==> src/rtl/uart_pkg.sv <==
// Constants, state type and line-level helper shared by the UART transmitter
// and the matching receiver.
package uart_pkg;

    localparam int UART_PERIOD    = 31;
    localparam int INIT_BIT_TIMES = 10;

    typedef enum logic [2:0] {
        INIT  = 3'd0,
        IDLE  = 3'd1,
        START = 3'd2,
        DATA  = 3'd3,
        STOP  = 3'd4
    } uart_tx_state_t;

    function automatic logic line_level(input uart_tx_state_t st, input logic data_bit);
        case (st)
            START:   return 1'b0;
            DATA:    return data_bit;
            default: return 1'b1;
        endcase
    endfunction

endpackage

==> src/rtl/uart_tx_if.sv <==
// Byte handshake between a byte source and the UART transmitter.
interface uart_tx_if;

    logic [7:0] data;
    logic       data_valid;
    logic       data_ack_n;

    modport master (output data, output data_valid, input data_ack_n);
    modport slave  (input data, input data_valid, output data_ack_n);

endinterface

==> src/rtl/uart_tx_sync2.sv <==
// Generic two-flop synchronizer with asynchronous active-low reset to RST_VAL.
module sync2 #(
    parameter logic RST_VAL = 1'b1
) (
    input  logic clk,
    input  logic nrst,
    input  logic d,
    output logic q
);

    logic r_meta;
    logic r_sync;

    // Two-stage capture of the asynchronous input
    always_ff @(posedge clk or negedge nrst) begin
        if (!nrst) begin
            r_meta <= RST_VAL;
            r_sync <= RST_VAL;
        end else begin
            r_meta <= d;
            r_sync <= r_meta;
        end
    end

    assign q = r_sync;

endmodule

==> src/rtl/uart_tx.sv <==
// UART transmitter: 8 data bits, no parity, 1 or 2 stop bits, LSB first.
// A byte is taken only in IDLE while the synchronized active-low cts is low.
module uart_tx
    import uart_pkg::*;
#(
    parameter int PERIOD    = UART_PERIOD,
    parameter int STOP_BITS = 1
) (
    input  logic     clk,
    input  logic     nrst,
    uart_tx_if.slave byte_if,
    input  logic     cts,
    output logic     tx,
    output logic     busy
);

    localparam int              CW        = $clog2(PERIOD + 1);
    localparam logic [CW-1:0]   CNT_LOAD  = CW'(PERIOD);
    localparam logic [CW-1:0]   CNT_ONE   = CW'(1);
    localparam logic [CW-1:0]   CNT_ZERO  = CW'(0);
    localparam logic [3:0]      INIT_LAST = 4'(INIT_BIT_TIMES - 1);
    localparam logic [3:0]      DATA_LAST = 4'd7;
    localparam logic [3:0]      STOP_LAST = 4'(STOP_BITS - 1);

    if (STOP_BITS != 1 && STOP_BITS != 2) begin : g_bad_stop_bits
        $error("uart_tx: STOP_BITS must be 1 or 2");
    end

    uart_tx_state_t r_state;
    logic [CW-1:0]  r_cnt;
    logic [3:0]     r_bit;
    logic [7:0]     r_shift;
    logic           r_tx;
    logic           r_busy;
    logic           r_ack_n;

    uart_tx_state_t w_state_nxt;
    logic [CW-1:0]  w_cnt_nxt;
    logic [3:0]     w_bit_nxt;
    logic [7:0]     w_shift_nxt;
    logic           w_accept;
    logic           w_bit_end;
    logic           w_cts_s;

    sync2 #(.RST_VAL(1'b1)) u_cts_sync (
        .clk  (clk),
        .nrst (nrst),
        .d    (cts),
        .q    (w_cts_s)
    );

    assign w_bit_end = (r_cnt == CNT_ZERO);

    // Next-state logic; r_bit counts bit times in INIT, DATA and STOP
    always_comb begin
        w_state_nxt = r_state;
        w_shift_nxt = r_shift;
        w_bit_nxt   = r_bit;
        w_accept    = 1'b0;
        w_cnt_nxt   = w_bit_end ? CNT_LOAD : (r_cnt - CNT_ONE);
        case (r_state)
            INIT: begin
                if (w_bit_end && (r_bit == INIT_LAST)) begin
                    w_bit_nxt   = 4'd0;
                    w_state_nxt = IDLE;
                end else if (w_bit_end) begin
                    w_bit_nxt = r_bit + 4'd1;
                end else begin
                    w_bit_nxt = r_bit;
                end
            end
            IDLE: begin
                w_cnt_nxt = CNT_LOAD;
                w_bit_nxt = 4'd0;
                if (byte_if.data_valid && !w_cts_s) begin
                    w_accept    = 1'b1;
                    w_shift_nxt = byte_if.data;
                    w_state_nxt = START;
                end else begin
                    w_state_nxt = IDLE;
                end
            end
            START: begin
                if (w_bit_end) begin
                    w_state_nxt = DATA;
                end else begin
                    w_state_nxt = START;
                end
            end
            DATA: begin
                if (w_bit_end) begin
                    w_shift_nxt = {1'b0, r_shift[7:1]};
                    if (r_bit == DATA_LAST) begin
                        w_bit_nxt   = 4'd0;
                        w_state_nxt = STOP;
                    end else begin
                        w_bit_nxt = r_bit + 4'd1;
                    end
                end else begin
                    w_shift_nxt = r_shift;
                end
            end
            STOP: begin
                if (w_bit_end && (r_bit == STOP_LAST)) begin
                    w_bit_nxt   = 4'd0;
                    w_state_nxt = IDLE;
                end else if (w_bit_end) begin
                    w_bit_nxt = r_bit + 4'd1;
                end else begin
                    w_bit_nxt = r_bit;
                end
            end
            default: begin
                w_state_nxt = INIT;
                w_cnt_nxt   = CNT_LOAD;
                w_bit_nxt   = 4'd0;
                w_shift_nxt = 8'd0;
            end
        endcase
    end

    // State, datapath and registered outputs (outputs follow the next state)
    always_ff @(posedge clk or negedge nrst) begin
        if (!nrst) begin
            r_state <= INIT;
            r_cnt   <= CNT_LOAD;
            r_bit   <= 4'd0;
            r_shift <= 8'd0;
            r_tx    <= 1'b1;
            r_busy  <= 1'b1;
            r_ack_n <= 1'b1;
        end else begin
            r_state <= w_state_nxt;
            r_cnt   <= w_cnt_nxt;
            r_bit   <= w_bit_nxt;
            r_shift <= w_shift_nxt;
            r_tx    <= line_level(w_state_nxt, w_shift_nxt[0]);
            r_busy  <= (w_state_nxt != IDLE);
            r_ack_n <= ~w_accept;
        end
    end

    assign tx                 = r_tx;
    assign busy               = r_busy;
    assign byte_if.data_ack_n = r_ack_n;

endmodule

==> src/flat_wrapper.sv <==
// flat-port wrapper written by rule: the top's interface ports become plain ports
module uart_tx_flat import uart_pkg::*;
#(
    parameter int PERIOD    = UART_PERIOD,
    parameter int STOP_BITS = 1
)
  (clk, nrst, cts, tx, busy, byte_if_data, byte_if_data_valid, byte_if_data_ack_n);
  uart_tx_if byte_if_i ();
  input  logic clk;
  input  logic nrst;
  input  logic cts;
  output logic tx;
  output logic busy;
  input wire logic [$bits(byte_if_i.data)-1:0] byte_if_data;
  input wire logic [$bits(byte_if_i.data_valid)-1:0] byte_if_data_valid;
  output wire logic [$bits(byte_if_i.data_ack_n)-1:0] byte_if_data_ack_n;
  assign byte_if_i.data = byte_if_data;
  assign byte_if_i.data_valid = byte_if_data_valid;
  assign byte_if_data_ack_n = byte_if_i.data_ack_n;
  uart_tx #(.PERIOD(PERIOD), .STOP_BITS(STOP_BITS)) u_core (.clk(clk), .nrst(nrst), .byte_if(byte_if_i), .cts(cts), .tx(tx), .busy(busy));
endmodule
==> config.mk <==
export PLATFORM = sky130hd
export DESIGN_NAME = uart_tx_flat
export DESIGN_NICKNAME = d
export VERILOG_FILES = /design/src/rtl/uart_pkg.sv /design/src/rtl/uart_tx_if.sv /design/src/rtl/uart_tx_sync2.sv /design/src/rtl/uart_tx.sv /design/src/flat_wrapper.sv
export SDC_FILE = /design/constraint.sdc
export NUM_CORES = 1
export LEC_CHECK = 0
export BUFFER_PORTS_ARGS = -buffer_cell sky130_fd_sc_hd__buf_2
export CORE_UTILIZATION = 50
export CTS_CLUSTER_SIZE = 28
export DETAILED_ROUTE_END_ITERATION = 16
export PLACE_DENSITY = 0.79
export SYNTH_ARGS = -nofsm -noshare
export SYNTH_HDL_FRONTEND = slang
export SYNTH_HIERARCHICAL = 1
export SYNTH_SLANG_ARGS = --single-unit
==> constraint.sdc <==
create_clock -name clk -period 2.9 [get_ports clk]
set_input_delay 0.145 -clock clk [delete_from_list [all_inputs] [get_ports clk]]
set_output_delay 0.145 -clock clk [all_outputs]
set_load 0.03 [all_outputs]
==> results of run 1 <==
==> power by group through the flow <==
| stage | clock network, mW | logic, mW | registers [mW] |
|---|---|---|---|
| after floorplan | 0 | 0.00695 | 0.366 |
| after CTS | 0.168 | 0.0239 | 0.361 |
| after global routing | 0.179 | 0.0257 | 0.362 |
| final | 0.159 | 0.0234 | 0.361 |
| after global placement | 0 | 0.0211 | 0.367 |
| after detailed placement | 0 | 0.0218 | 0.367 |
==> final timing paths <==
path / start / to / cells after the start
min in group asynchronous: nrst / u_core/r_shift[2] / 2
min reg2reg: u_core/u_cts_sync/r_meta / u_core/u_cts_sync/q / 0
max: u_core/r_cnt[0] / u_core/r_shift[0] / 6
max reg2reg: u_core/r_cnt[0] / u_core/r_shift[0] / 6
max in group asynchronous: nrst / u_core/u_cts_sync/r_meta / 2
min: byte_if_data[7] / u_core/r_shift[7] / 2
==> layout by cell type, fill, tap and decap left out, types with 2 or more instances in the layout <==
cell	netlist	routed
dfstp_2	10	10
dlygate4sd3_1	0	2
dfrtp_1	15	15
a211oi_1	2	2
nand3_1	6	6
nor2_1	4	4
a22o_1	8	8
a31oi_1	2	2
a22oi_1	2	2
inv_1	11	11
buf_2	1	14
nor4bb_1	2	2
xnor2_1	2	2
o21ai_0	5	5
nor3_1	2	2
clkbuf_4	0	3
nand2_1	8	8
nand3b_1	3	3
a21o_1	7	7
ha_1	5	5
==> sequential cells by signal (all words and copies together), names as in the netlist <==
name                       cells
u_core/busy                    1
u_core/byte_if.data_ack_n      1
u_core/r_bit                   4
u_core/r_cnt                   5
u_core/r_shift                 8
u_core/r_state                 3
u_core/tx                      1
u_core/u_cts_sync/q            1
u_core/u_cts_sync/r_meta       1
==> per-layer routing <==
layer,up-vias,global-route usage,share of wire
met5,-,0,0
li1,469,-,-
met4,0,0.110,0.025
met1,468,0.252,0.41
met2,35,0.367,0.51
met3,10,0.0464,0.049
==> cell type report <==
cell class,count,area share
Sequential cell,25,0.450
Multi-Input combinational cell,80,0.412
Timing Repair Buffer,16,0.0635
Inverter,11,0.0291
Tap cell,28,0.0247
Clock buffer,3,0.0159
Clock inverter,1,0.00529
==> worst max-delay path, stage by stage (launching register included) <==
cell,delay (ns)
dfstp_2,0.40
inv_1,0.07
ha_1,0.17
or4b_1,0.60
o31a_1,0.30
a222oi_1,0.38
inv_1,0.08
==> kinds of logic (layout without fill, tap and decap cells) <==
group                      count (synthesis)  count (layout)  share of synthesized area
adders and majority gates                  5               5                     0.0489
DFF                                       25              25                      0.499
buffers and inverters                     15              31                     0.0450
xor gates and xnor gates                   3               3                     0.0205
and+or+nand+nor                           37              37                      0.178
AOI/OAI and AO/OA                         35              35                      0.209
==> repair_timing <==
| item | in CTS | in global routing |
|---|---|---|
| endpoints found under the hold margin | 16 | 0 |
| hold buffers | 2 | 0 |
| gates resized for setup | 0 | 0 |
==> results by group, run 1 <==
Run status
  • Status: completed

Hold path
  • Min-Delay Path Class: in2reg

STA
  • RSZ-0062 raised after global routing: false
  • Min cycle time layout: 2.11 ns
  • Setup violations, final: 0
  • Final Cycle Share: 0.729
  • Final hold vios: 0
  • Slew at the pin closest to its max-slew limit: roughly 0.73 ns
  • Final TNS setup: 0 ns
  • Pins Over Slew Limit: 0
  • Layout Skew: between 0.01 and 0.015 ns
  • Hold WS: between 0.04 and 0.05 ns
  • Max Clk Rate: 0.473 GHz
  • Relative max-transition margin: 0.515
  • Final WS setup: 0.787 ns

Clock network
  • Post-CTS Setup Repair Bufs: 0
  • # H-tree levels: 1
  • Clock tree buffer depth: 2
  • Clk Tree Root Cell: clkbuf_4
  • Worst skew pair latency: around 0.33 ns
  • CTS tree: built
  • CTS Buf Count: 3
  • Clk sinks: 25
  • CTS clk-pin slew, worst paths: 0.14 ns

Placement
  • Final estimated routing congestion in global placement: 0.878
  • Port bufs: 14
  • Placed inst area: 1370 um2
  • HPWL after detailed placement: 1.80 mm
  • Pre-CTS setup slack: 0.837 ns
  • Total placed cells including tap cells: roughly 160

Power and ir drop
  • Leakage: between 0.6 and 0.7 nW
  • NetSw: 121 uW
  • Switch share: 0.223
  • Logic pwr share: 0.043
  • Power Density: around 380 nW/um2
  • Pwr Total: 543 uW
  • Worst VDD drop: 290 uV
  • Internal power: between 400 and 500 uW
  • Reg power frac: 0.665
  • Clock power share: 0.292

Global route
  • Tot GR Track Use: 0.216
  • Initial antenna violation count: 0
  • First-pass GRT wire length: 4.20 mm
  • GRT overflow: 0
  • Largest net degree at the start of global routing: 26
  • Vias in the first global route: 955

Floorplan
  • Core footprint: 2320 um2
  • Chip Width: about 53 um
  • Die height: 52.6 um
  • Initial Utilization: 0.552
  • IO Pins: 15
  • Placement Rows: 17
  • Die area: 2770 um2

Yosys
  • Synth Instances: 120
  • FFs w/ async S/R, synth: 1.00
  • Yosys cell types: 42
  • Synth top cells by count: 15 x dfrtp_1, 11 x inv_1, 10 x dfstp_2
  • Avg Cell Area, Syn: about 11 um2
  • Register area share after synthesis: 0.499
  • EDFF count, synth: 0
  • Yosys reg bits: 25
  • Cell taking the most area after synthesis: dfrtp_1
  • Yosys warns: 6
  • Prevailing post-synth register cell: dfrtp_1
  • Net count after synthesis: ~140
  • Count leader, synth: dfrtp_1
  • Top cells by area, synth: dfrtp_1 29%, dfstp_2 21%, a22o_1 5.5%
  • Yosys top cell area share: 0.293
  • Post-Syn Area: 1280 um2

Final layout
  • Footprint of the multi-input gates: 584 um2
  • Reg area: ~640 um2
  • Cell area after layout: 1420 um2
  • Finished Core Util: 0.612
  • Area Growth Syn to Fin: 10.9%
  • Final Non-Filler Cells: 164
  • Share of layout cells above drive strength 1: 0.243
  • Number of fillers in the final layout: 197
  • N_diodes: 0
  • Total Nets Final: 154

Worst setup path
  • Startpoint types: flip-flop
  • Flop2flop setup slack: 0.79 ns
  • Critical Path End Type: flip-flop
  • Critical path class: reg2reg
  • CP Data Required Time: 3.13 ns
  • Critical path arrival: 2.34 ns
  • Crit Path Max Fanout: 7

Route
  • Residual DRC: 0
  • Vias per inst: between 5 and 6
  • Initial DRC count: 16
  • Wire length per cell: 15.1 um
  • Detailed Route WL: approximately 2.5 mm
  • DRT Pass-1 Iters: 4
  • ANT nets after route: 0
  • Via Count: 982

Run
  • Number of max-cap violations: 0
No activity file was read; power rests on OpenSTA's default activity.
==> inputs of run 2 (changes only) <==
==> constraint.sdc (replaced) <==
create_clock -name clk -period 2 [get_ports clk]
set_input_delay 0.1 -clock clk [delete_from_list [all_inputs] [get_ports clk]]
set_output_delay 0.1 -clock clk [all_outputs]
set_load 0.03 [all_outputs]
==> run 2 against run 1 <==
Sequential power increased by 45%. Flip-flop and latch count is the same. Total power grew 45%. Largest power group unchanged.
==> results by group, run 2 (synthesis results as in run 1) <==
Power and ir drop
  • Leakage: 0.696 nW (+4.5%)
  • Reg power frac: 0.665 (about the same)
  • Power Density: 522 nW/um2 (+36%)
  • Worst VDD drop: 449 uV (+55%)
  • NetSw: 174 uW (+43%)
  • Internal power: 613 uW (+45%)
  • Switch share: 0.221 (-0.00236)
  • Logic pwr share: 0.045 (+0.002)
  • Clock power share: 0.289 (-0.003)

Clock network
  • # H-tree levels: 1 (unchanged)
  • CTS Buf Count: 3 (unchanged)
  • Clock tree buffer depth: 2 (unchanged)
  • CTS tree: built
  • Clk sinks: 25 (unchanged)
  • Clk Tree Root Cell: clkbuf_4
  • CTS clk-pin slew, worst paths: 0.13 ns (about the same)
  • Worst skew pair latency: 0.31 ns (-0.02 ns)

STA
  • Max Clk Rate: 0.522 GHz (+10%)
  • Final Cycle Share: 0.958 (+0.229)
  • Pins Over Slew Limit: 0 (unchanged)
  • Relative max-transition margin: 0.588 (+0.0732)
  • Layout Skew: 0.00509 ns (-0.00887 ns)
  • Setup violations, final: 0 (unchanged)
  • Final hold vios: 0 (unchanged)
  • Slew at the pin closest to its max-slew limit: 0.616 ns (-0.109 ns)
  • Min cycle time layout: 1.92 ns (-0.198 ns)
  • RSZ-0062 raised after global routing: true
  • Final WS setup: 0.0847 ns (-0.702 ns)
  • Hold WS: 0.0134 ns (-0.0342 ns)

Floorplan
  • Core footprint: 2320 um2 (unchanged)
  • Initial Utilization: 0.552 (unchanged)
  • Die height: 52.6 um (unchanged)
  • Die area: 2770 um2 (unchanged)
  • IO Pins: 15 (unchanged)
  • Chip Width: 52.6 um (unchanged)
  • Placement Rows: 17 (unchanged)

Final layout
  • Area Growth Syn to Fin: 17.8%
  • Total Nets Final: 161 (+4.5%)
  • Leading cell types in the layout, fill and taps excluded: 15 x dfrtp_1, 14 x buf_2, 10 x dfstp_2
  • Final Non-Filler Cells: 171 (+4.3%)
  • Most common cell after layout, fill and taps aside: dfrtp_1
  • Top Registers: u_core/r_shift x8, u_core/r_cnt x5, u_core/r_bit x4
  • Reg area: 638 um2 (unchanged)
  • Cell area after layout: 1510 um2 (+6.3%)
  • Max reg flops: 8 (unchanged)
  • Top reg by flops: u_core/r_shift
  • Finished Core Util: 0.650 (+0.0383)
  • N_diodes: 0 (unchanged)
  • Number of fillers in the final layout: 177 (-10%)
  • Share of layout cells above drive strength 1: 0.308 (+0.0650)
  • Footprint of the multi-input gates: 618 um2 (+5.8%)

Route
  • Residual DRC: 0 (unchanged)
  • Vias per inst: 5.84 (-2.4%)
  • ANT nets after route: 0 (unchanged)
  • Via Count: 999 (+1.7%)
  • Wire length per cell: 14.9 um (-1.4%)
  • DRT Pass-1 Iters: 4 (unchanged)
  • Detailed Route WL: 2.54 mm (+2.8%)
  • Initial DRC count: 29 (+13)

Worst setup path
  • Critical Path End Type: flip-flop
  • CP peak stage delay: 0.51 ns (-0.09 ns)
  • Critical path class: reg2reg
  • Critical path arrival: 2.15 ns (-0.19 ns)
  • CP Data Required Time: 2.24 ns (-0.89 ns)
  • Worst path bufs/invs: 1 (-1)
  • Critical path, cell by cell: inv_2, ha_4, or4b_4, o31a_1, a222oi_1, o21ai_1
  • Critical path's top delay family: compound AO/OA/AOI/OAI gates
  • Crit Path Max Fanout: 5 (-2)
  • Crit-path slowest cell: or4b_4
  • Startpoint types: flip-flop

Global route
  • Initial antenna violation count: 0 (unchanged)
  • Largest net degree at the start of global routing: 26 (unchanged)
  • Tot GR Track Use: 0.208 (-0.00773)
  • GRT overflow: 0 (unchanged)
  • First-pass GRT wire length: 4.16 mm (-0.83%)
  • Vias in the first global route: 949 (-0.63%)

Run
  • Number of max-cap violations: 0 (unchanged)

Placement
  • Final estimated routing congestion in global placement: 0.912 (+3.8%)
  • HPWL after detailed placement: 1.83 mm (+1.8%)
  • Placed inst area: 1410 um2 (+2.7%)
  • Port bufs: 14 (unchanged)
  • Total placed cells including tap cells: 163 (+3.2%)
  • Pre-CTS setup slack: -0.0266 ns (-0.864 ns)

Hold path
  • Min-Delay Path Class: in2reg

Run status
  • Status: completed
-- run 2: cell count changes in the layout (fill, tap and decap cells not counted) --
cell	delta
a2111oi_2	-1
a2111oi_4	+1
a22oi_1	-1
a22oi_2	+1
buf_4	+6
dlygate4sd3_1	+1
ha_1	-1
ha_4	+1
inv_1	-2
inv_2	+2
or4b_1	-1
or4b_4	+1
-- run 2: tightest hold or removal path, delay by kind of cell --
| kind | cells | cell delay [ns] |
|---|---|---|
| compound gates | 1 | 0.07 |
| buf+inv | 2 | 0.14 |
-- run 2: final cells by class --
cell class              count  area share
clock buffers               3      0.0149
clock inverters             1     0.00498
inverters                  11      0.0274
multi-input cells          80       0.410
flip-flops and latches     25       0.423
well taps                  28      0.0232
repair buffers             23      0.0963
-- run 2: worst paths after layout --
| kind | startpoint | endpoint | slack (ns) | depth (start not counted) |
|---|---|---|---|---|
| worst max-delay path | u_core/r_cnt[0] | u_core/tx | 0.08 | 6 |
| worst min register to register | u_core/u_cts_sync/r_meta | u_core/u_cts_sync/q | 0.37 | 0 |
| min in group asynchronous | nrst | u_core/r_bit[3] | 0.28 | 2 |
| worst max register to register | u_core/r_cnt[0] | u_core/tx | 0.08 | 6 |
| worst min-delay path | byte_if_data[0] | u_core/r_shift[0] | 0.01 | 3 |
| max in group asynchronous | nrst | u_core/byte_if.data_ack_n | 1.35 | 2 |
-- run 2: repair_timing --
action / CTS / global route
setup endpoints to repair: 2 / 4
hold buffers: 2 / 1
hold endpoints to repair: 16 / 1
pin swaps: 0 / 2
buffers inserted: 0 / 1
gates resized for setup: 1 / 6
-- run 2: through the flow --
stage | setup TNS (ns) | total power [mW]
after floorplan | 0 | 0.541
after global placement | 0 | 0.562
after detailed placement | -0.0442 | 0.564
after CTS | 0 | 0.797
after global routing | -0.0163 | 0.820
final | 0 | 0.787
-- run 2: per-layer routing --
layer / routed length, um / global-route usage / vias to the layer above
met2: 1340 / 0.367 / 22
met4: 14 / 0.0833 / 0
met5: 0 / 0 / -
met1: 1110 / 0.248 / 488
met3: 71 / 0.0348 / 2
li1: - / - / 487
-- run 2: power by group through the flow --
stage               clock network (mW)  logic, mW  registers [mW]
floorplan                            0     0.0101           0.531
global placement                     0     0.0307           0.531
detailed placement                   0     0.0318           0.532
CTS                              0.238     0.0348           0.524
global route                     0.255     0.0402           0.525
finish                           0.228     0.0355           0.523
==> inputs of run 3 (changes only) <==
--- a/config.mk
+++ b/config.mk
@@ -9,7 +9,7 @@
 export CORE_UTILIZATION = 50
 export CTS_CLUSTER_SIZE = 28
 export DETAILED_ROUTE_END_ITERATION = 16
-export PLACE_DENSITY = 0.79
+export PLACE_DENSITY = 0.77
 export SYNTH_ARGS = -nofsm -noshare
 export SYNTH_HDL_FRONTEND = slang
 export SYNTH_HIERARCHICAL = 1
==> run 3 against run 2 <==
Register-to-register slack improved by 0.03 ns. Clock power fell by 2%. Sequential power barely moved. Clock skew rose by 0.00060 ns. First-iteration DRC count fell by 21%. Critical path type unchanged. Largest power group unchanged.
==> results by group, run 3 (synthesis results as in run 1) <==
Run status
  • Status: completed

Placement
  • Port bufs: 14 (unchanged)
  • Final estimated routing congestion in global placement: 0.911 (about the same)
  • Total placed cells including tap cells: 162 (-0.61%)
  • Pre-CTS setup slack: -0.0104 ns (+0.0162 ns)
  • HPWL after detailed placement: 1.75 mm (-4.1%)

Route
  • ANT nets after route: 0 (unchanged)
  • Met2 Wirelength: 1.33 mm (-0.74%)
  • Via Count: 978 (-2.1%)
  • DRT Pass-1 Iters: 4 (unchanged)
  • Detailed Route WL: 2.60 mm (+2.0%)
  • Met3 wire length: 84 um (+18%)
  • Wire length per cell: 15.4 um (+3.2%)
  • Initial DRC count: 23 (-21%)
  • Met1 Routed Length: 1.16 mm (+3.7%)
  • Top layer used by detailed routing: met4
  • Vias per inst: 5.79 (-0.94%)
  • Residual DRC: 0 (unchanged)

Final layout
  • Final Non-Filler Cells: 169 (-1.2%)
  • Number of fillers in the final layout: 184 (+4.0%)
  • Total Nets Final: 159 (-1.2%)
  • Share of layout cells above drive strength 1: 0.305 (-0.00273)
  • Top reg by flops: u_core/r_shift
  • Top Registers: u_core/r_shift x8, u_core/r_cnt x5, u_core/r_bit x4
  • N_diodes: 0 (unchanged)
  • Leading cell types in the layout, fill and taps excluded: 15 x dfrtp_1, 14 x buf_2, 10 x dfstp_2
  • Area Growth Syn to Fin: 16.2%
  • Max reg flops: 8 (unchanged)
  • Most common cell after layout, fill and taps aside: dfrtp_1

Global route
  • Largest net degree at the start of global routing: 26 (unchanged)
  • Initial antenna violation count: 0 (unchanged)
  • Vias in the first global route: 912 (-3.9%)
  • GRT overflow: 0 (unchanged)
  • Tot GR Track Use: 0.205 (-0.00270)
  • First-pass GRT wire length: 4.05 mm (-2.6%)

STA
  • Final hold vios: 0 (unchanged)
  • Final TNS setup: 0 ns (unchanged)
  • Max Clk Rate: 0.530 GHz (+1.4%)
  • Hold WS: 0.00488 ns (-0.00849 ns)
  • Final WS setup: 0.112 ns (+0.0272 ns)
  • RSZ-0062 raised after global routing: true
  • Min cycle time layout: 1.89 ns (-0.0272 ns)
  • Setup violations, final: 0 (unchanged)
  • Relative max-transition margin: 0.632 (+0.0439)
  • Final Cycle Share: 0.944 (-0.0136)
  • Pins Over Slew Limit: 0 (unchanged)
  • Slew at the pin closest to its max-slew limit: 0.552 ns (-0.0645 ns)
  • Layout Skew: 0.00569 ns (+0.000604 ns)

Worst setup path
  • CP Data Required Time: 2.20 ns (-0.04 ns)
  • R2r startpoint: u_core/r_cnt[0]
  • Critical path, cell by cell: inv_2, ha_4, or4b_4, o31a_1, a222oi_1, inv_1
  • R2R cell count: 6 (unchanged)
  • Flop2flop setup slack: 0.11 ns (+0.03 ns)
  • CP peak stage delay: 0.51 ns (about the same)
  • Critical path's top delay family: compound AO/OA/AOI/OAI gates
  • FF-to-FF End: u_core/r_shift[0]
  • Critical Path End Type: flip-flop
  • Startpoint types: flip-flop
  • Worst path bufs/invs: 2 (+1)
  • Crit Path Max Fanout: 5 (unchanged)
  • Critical path arrival: 2.09 ns (-0.06 ns)
  • Crit-path slowest cell: or4b_4
  • Critical path class: reg2reg

Clock network
  • Worst skew pair latency: 0.32 ns (about the same)
  • CTS tree: built
  • Clk Tree Root Cell: clkbuf_4
  • # H-tree levels: 1 (unchanged)
  • CTS clk-pin slew, worst paths: 0.14 ns (about the same)
  • CTS Buf Count: 3 (unchanged)
  • Clk sinks: 25 (unchanged)
  • Clock tree buffer depth: 2 (unchanged)

Floorplan
  • Die height: 52.6 um (unchanged)
  • Core footprint: 2320 um2 (unchanged)
  • Chip Width: 52.6 um (unchanged)
  • Die area: 2770 um2 (unchanged)
  • IO Pins: 15 (unchanged)
  • Placement Rows: 17 (unchanged)
  • Initial Utilization: 0.552 (unchanged)

Power and ir drop
  • Worst VDD drop: 414 uV (-7.9%)
  • Power Density: 526 nW/um2 (+0.87%)
  • Leakage: 0.692 nW (-0.61%)
  • Pwr Total: 783 uW (-0.47%)

Run
  • Number of max-cap violations: 0 (unchanged)

Hold path
  • WHS Path Cells: 2 (-1)
  • Hold Path Sink: u_core/r_shift[7]
  • Min-Delay Path Class: in2reg
  • Hold Crit Start: byte_if_data[7]
==> run 3: cell types whose count changed in the layout (fill, tap and decap cells not counted), sizes merged <==
cell         delta
buf             -1
clkinv          +1
clkinvlp        -1
dlygate4sd3     -1
==> run 3: layout make-up <==
cell class	instances	area (um2)	share of cell area
Inverter	11	41.3	0.0278
Clock buffer	3	22.5	0.0151
Clock inverter	1	5.00	0.00336
Tap cell	28	35.0	0.0235
Sequential cell	25	638	0.429
Timing Repair Buffer	21	128	0.0858
Multi-Input combinational cell	80	618	0.415
==> run 3: report_power, final <==
part | internal, mW | switching, mW | leakage (nW)
combinational | 0.0175 | 0.0176 | 0.374
sequential | 0.518 | 0.00540 | 0.300
clock | 0.0748 | 0.149 | 0.0177
total | 0.611 | 0.172 | 0.692
==> run 3: per-layer routing <==
layer  up-vias  global-route usage
li1        481                   -
met1       464               0.272
met2        29               0.338
met3         4              0.0348
met4         0              0.0702
met5         -                   0
==> run 3: worst max path at each step <==
stage	start	end	slack [ns]	cells after the start
3_3_place_gp	u_core/r_cnt[0]	u_core/r_shift[0]	0.08	6
4_1_cts	u_core/r_cnt[0]	u_core/r_shift[0]	0.06	6
6_report	u_core/r_cnt[0]	u_core/r_shift[0]	0.11	6
3_5_place_dp	u_core/r_cnt[0]	u_core/r_shift[0]	-0.01	6
2_1_floorplan	u_core/r_cnt[0]	u_core/r_shift[0]	0.11	7
5_1_grt	u_core/r_cnt[0]	u_core/tx	-0.02	6
==> run 3: metrics by stage <==
step | cell area [um2] | utilization
floorplan | 1280 | -
global placement | 1400 | 0.603
detailed placement | 1400 | 0.603
CTS | 1450 | 0.625
global route | 1490 | 0.642
finish | 1490 | 0.642
==> run 3: timing repair <==
item / in CTS / in global routing
endpoints found under the hold margin: 16 / 0
hold buffers: 2 / 0
buffers inserted: 0 / 1
resized for setup: 1 / 6
pin swaps: 0 / 2
setup endpoints to repair: 2 / 3
